### config.mk
export PLATFORM = sky130hd
export DESIGN_NAME = alu4b_seq_flat
export DESIGN_NICKNAME = d
export VERILOG_FILES = /design/src/rtl/alu4b_seq_if.sv /design/src/rtl/alu4b_seq.sv /design/src/flat_wrapper.sv
export SDC_FILE = /design/constraint.sdc
export NUM_CORES = 1
export LEC_CHECK = 0
export ABC_AREA = 1
export CELL_PAD_IN_SITES_DETAIL_PLACEMENT = 1
export CELL_PAD_IN_SITES_GLOBAL_PLACEMENT = 1
export CORE_UTILIZATION = 28
export CTS_CLUSTER_DIAMETER = 40
export DETAILED_ROUTE_END_ITERATION = 8
export GPL_TIMING_DRIVEN = 0
export PLACE_DENSITY_LB_ADDON = 0.1
export SETUP_SLACK_MARGIN = 0.02
export SLEW_MARGIN = 10
export SYNTH_ARGS = -nofsm -noshare
export SYNTH_HDL_FRONTEND = slang
export SYNTH_SLANG_ARGS = --single-unit
### constraint.sdc
create_clock -name clk -period 1.2 [get_ports clk]
set_input_delay 0.3 -clock clk [delete_from_list [all_inputs] [get_ports clk]]
set_output_delay 0.3 -clock clk [all_outputs]
set_load 0.03 [all_outputs]
### src/rtl/alu4b_seq_if.sv
// Connection between the operator sequencer and the alu4b datapath.
// The sequencer drives operands and operation; the ALU returns carries and the segment code.
interface alu4b_seq_if;
  logic [3:0] a;
  logic [3:0] b;
  logic       s0;
  logic       s1;
  logic       cout_som;
  logic       cout_sub;
  logic [6:0] seg_out;

  modport master (
    output a, b, s0, s1,
    input  cout_som, cout_sub, seg_out
  );

  modport slave (
    input  a, b, s0, s1,
    output cout_som, cout_sub, seg_out
  );
endinterface

### src/rtl/alu4b_seq.sv
// Push-button sequencer for alu4b: enters A, B and the operation from the switches,
// waits a settle window, then latches the ALU response for display.
module alu4b_seq #(
  parameter int unsigned SETTLE = 4
) (
  input  logic        clk,
  input  logic        rst,
  input  logic [3:0]  sw,
  input  logic        btn,
  alu4b_seq_if.master alu,
  output logic [6:0]  res_seg,
  output logic        res_cout_som,
  output logic        res_cout_sub,
  output logic        valid,
  output logic        done,
  output logic [2:0]  stage
);

  typedef enum logic [2:0] {
    LOAD_A  = 3'd0,
    LOAD_B  = 3'd1,
    LOAD_OP = 3'd2,
    EXEC    = 3'd3,
    SHOW    = 3'd4
  } state_t;

  localparam logic [3:0] SETTLE_INIT = 4'(SETTLE - 1);

  state_t     state;
  logic [3:0] cnt;
  logic       btn_q;
  logic       adv;

  assign adv   = btn & ~btn_q;
  assign stage = state;

  // btn_q resets high so a button held through reset does not count as a press.
  always_ff @(posedge clk) begin
    if (rst) begin
      state        <= LOAD_A;
      cnt          <= 4'd0;
      btn_q        <= 1'b1;
      alu.a        <= 4'd0;
      alu.b        <= 4'd0;
      alu.s0       <= 1'b0;
      alu.s1       <= 1'b0;
      res_seg      <= 7'd0;
      res_cout_som <= 1'b0;
      res_cout_sub <= 1'b0;
      valid        <= 1'b0;
      done         <= 1'b0;
    end else begin
      btn_q <= btn;
      done  <= 1'b0;
      case (state)
        LOAD_A: if (adv) begin
          alu.a <= sw;
          state <= LOAD_B;
        end
        LOAD_B: if (adv) begin
          alu.b <= sw;
          state <= LOAD_OP;
        end
        LOAD_OP: if (adv) begin
          alu.s0 <= sw[0];
          alu.s1 <= sw[1];
          cnt    <= SETTLE_INIT;
          state  <= EXEC;
        end
        EXEC: begin
          // Presses are deliberately ignored while the ALU settles.
          if (cnt != 4'd0) begin
            cnt <= cnt - 4'd1;
          end else begin
            res_seg      <= alu.seg_out;
            res_cout_som <= alu.cout_som;
            res_cout_sub <= alu.cout_sub;
            valid        <= 1'b1;
            done         <= 1'b1;
            state        <= SHOW;
          end
        end
        SHOW: if (adv) begin
          valid <= 1'b0;
          state <= LOAD_A;
        end
        default: state <= LOAD_A;
      endcase
    end
  end

endmodule

### src/flat_wrapper.sv
// flat-port wrapper written by rule: the top's interface ports become plain ports
module alu4b_seq_flat 
#(
  parameter int unsigned SETTLE = 4
)
  (clk, rst, sw, btn, res_seg, res_cout_som, res_cout_sub, valid, done, stage, alu_a, alu_b, alu_s0, alu_s1, alu_cout_som, alu_cout_sub, alu_seg_out);
  alu4b_seq_if alu_i ();
  input  logic clk;
  input  logic rst;
  input  logic [3:0] sw;
  input  logic btn;
  output logic [6:0] res_seg;
  output logic res_cout_som;
  output logic res_cout_sub;
  output logic valid;
  output logic done;
  output logic [2:0] stage;
  output wire logic [$bits(alu_i.a)-1:0] alu_a;
  output wire logic [$bits(alu_i.b)-1:0] alu_b;
  output wire logic [$bits(alu_i.s0)-1:0] alu_s0;
  output wire logic [$bits(alu_i.s1)-1:0] alu_s1;
  input wire logic [$bits(alu_i.cout_som)-1:0] alu_cout_som;
  input wire logic [$bits(alu_i.cout_sub)-1:0] alu_cout_sub;
  input wire logic [$bits(alu_i.seg_out)-1:0] alu_seg_out;
  assign alu_a = alu_i.a;
  assign alu_b = alu_i.b;
  assign alu_s0 = alu_i.s0;
  assign alu_s1 = alu_i.s1;
  assign alu_i.cout_som = alu_cout_som;
  assign alu_i.cout_sub = alu_cout_sub;
  assign alu_i.seg_out = alu_seg_out;
  alu4b_seq #(.SETTLE(SETTLE)) u_core (.clk(clk), .rst(rst), .sw(sw), .btn(btn), .alu(alu_i), .res_seg(res_seg), .res_cout_som(res_cout_som), .res_cout_sub(res_cout_sub), .valid(valid), .done(done), .stage(stage));
endmodule
==> flow_metrics.tcl <==
set metrics [dict create \
    hpwl_um 2620 \
    initial_core_util_pct 30.1 \
    setup_viol 13 \
    holdCritPathClass "input port to flop" \
    hold_slack_ns 0.344 \
    ys_ff_latch 29 \
    cts_made_buffers 5 \
    cts_hold_buf 0 \
    viasPerCell 4.59 \
    syn_area_sq_mm 0.00125 \
    diodes 0 \
    htree_levels 2 \
    cp_data_required_time_ns 1.38 \
    portBuffers 39 \
    status "finished with violations" \
    rsz0062_at_grt "true" \
    clock_sink_count 29 \
    crit_end "u_core.cnt[3]" \
    io-pin-count 40 \
    fillCellCount 519 \
    r2r_end "u_core.cnt[3]" \
    ys_seq_area_share_pct 46.5 \
    post-route-min-period_ns 1.27 \
    clkTransAtPathRegs_ns 0.07 \
    syn_area_per_cell_sq_um 7.47 \
    final-max-slew-violation-count 0 \
    power_density_mw_per_mm2 1120 \
    crit_path_end_kind "flop" \
    clkLatencyLatePin_ns 0.28 \
    finalNetCount 239 \
    r2r_cells 10 \
    cts_root_buf "clkbuf_8" \
    dpl_worst_slack_ns -0.602 \
    drc 0 \
    cts_tree "built" \
    reg2reg_from "u_core.cnt[0]" \
    ys_types 23 \
    detail-route-antenna-nets 0 \
    dieArea_sq_mm 0.00473 \
    fin_skew_ns 0.00483 \
    worst_slew_pin_slew_ns 0.242 \
    rrSetupSlack_ns -0.07 \
    die_y_um 68.7 \
    overflow 0 \
    fmax_ghz 0.788 \
    vdd_drop_max_uv 540 \
    drt-total-wl_um 3850 \
    ys_warn_count 0 \
    routedWlPerCell_um 14.1 \
    grt_pass1_vias 1331 \
    num_vias 1249 \
    critPathLaunchType "flop" \
    synth_fp_nets 185 \
    failed_checks "setup timing" \
    cp.arrival_ns 1.45 \
    crit_path_max_fanout 5 \
    synthCells 167 \
    clock_path_buffers 2 \
    grt_pass1_wl_um 6060 \
    fp-row-count 23 \
    core_sq_mm 0.00414 \
    instances_no_fill 272 \
    final_cell_mix "nor2_1, dfxtp_1, nand2_1, buf_2, clkdlybuf4s50_1" \
    leakagePower_nw 0.903 \
    drtPass1Iterations 4 \
    post-route-period-util_pct 106 \
    relSlewSlack_pct 83.9 \
    worst_slack_ns -0.0693 \
    layout-drive-gt1-share_pct 40.5 \
    cap_violations 0 \
    grt_max_degree 11 \
    dp.cells 256 \
    startpoint "u_core.cnt[0]" \
    hold_viol_final 0 \
    drtIter0Drc 27 \
    layout_commonest_cell "nor2_1" \
    antenna_found_initial 0 \
    die_x_um 68.7 \
    path_class "flop to flop" \
    grt_usage_pct 18.3 \
    area_delta_synth_final_pct 57.6 \
    routabilityCongestion 0.780 \
]
registers in the layout, summed over array words and instances, names as in the netlist:
signal and flops:
u_core.res_cout_som 1, u_core.btn_q 1, u_core.alu.b 4, u_core.alu.s1 1, u_core.done 1, u_core.res_seg 7, u_core.cnt 4, u_core.valid 1
u_core.alu.a 4, u_core.res_cout_sub 1, u_core.alu.s0 1, u_core.stage 3
what timing repair did:
action,in CTS,in global routing
pin swaps,7,5
gates resized for setup,163,21
gates cloned,1,0
endpoints found under the setup margin,52,29
setup buffers,7,0
where the power goes:
part	switching, mW	internal, mW	total [mW]	leakage, nW
combinational	0.155	0.132	0.288	0.611
clock	0.391	0.518	0.908	0.0542
sequential	0.0202	0.984	1.00	0.238
Yosys cell counts:
cell type	n	area share [%]
nand2_1	23	6.9
ha_1	2	2.0
nor3_1	1	0.40
clkinv_2	1	0.40
buf_6	1	0.90
o21ai_2	5	3.5
nor2_4	1	0.90
nand3b_1	1	0.60
o21ai_0	12	4.8
nand2_4	1	0.90
nor2_2	1	0.50
clkbuf_1	1	0.30
nand2_2	1	0.50
inv_2	2	0.60
dfxtp_1	29	47
o211ai_1	1	0.60
nand3_1	8	3.2
o21ai_1	3	1.2
nand3_2	1	0.80
bufbuf_16	1	2.6
inv_1	16	4.8
a21oi_1	4	1.6
nor2_1	51	15
critical path: stages, from the launching register on:
cell     delay, ns
dfxtp_2       0.33
inv_2         0.07
ha_4          0.14
nand3_4       0.09
inv_2         0.09
nand2_4       0.09
buf_12        0.16
nand2_8       0.07
nand2_2       0.04
nand2_1       0.06
nor2_1        0.04
cells by family after synthesis:
family / share of synthesized area, %
buf+inv: 9.63
flops: 46.5
fa+ha+maj: 2.01
simple gates: 30.1
compound gates: 11.7
stage by stage:
step / setup TNS, ns / total power, mW / utilization, % / cell area, sq um
after floorplan: 0 / 1.17 / - / 1260
after global placement: -13.31 / 1.28 / 41.2 / 1710
after detailed placement: -14.04 / 1.29 / 41.2 / 1710
after CTS: -0.222 / 2.21 / 46.0 / 1900
after global routing: -1.56 / 2.29 / 47.4 / 1970
final: -0.679 / 2.20 / 47.4 / 1970
how the worst min path moves through the flow:
stage	start	end	cells past startpoint
after detailed placement	u_core.alu.a[2]	u_core.alu.a[2]	2
after CTS	btn	u_core.btn_q	3
after global placement	u_core.res_seg[2]	u_core.res_seg[2]	2
after floorplan	rst	u_core.stage[2]	1
after global routing	btn	u_core.btn_q	3
final	btn	u_core.btn_q	3
cell type report:
type | instances | area (sq um) | share of cell area (%)
Clock inverter | 1 | 5.00 | 0.255
Timing Repair Buffer | 47 | 377 | 19.2
Inverter | 19 | 88.8 | 4.52
Buffer | 3 | 52.6 | 2.67
Multi-Input combinational cell | 116 | 692 | 35.2
Tap cell | 50 | 62.6 | 3.18
Clock buffer | 7 | 96.3 | 4.90
Sequential cell | 29 | 592 | 30.1
per-layer routing:
layer | global-route usage (%) | share of wire, % | vias to the layer above
met5 | 0 | 0 | -
li1 | - | - | 630
met4 | 8.16 | 2.4 | 0
met1 | 18.7 | 40 | 578
met3 | 5.59 | 6.6 | 7
met2 | 34.1 | 51 | 34
Power figures use the tool's default switching activity.
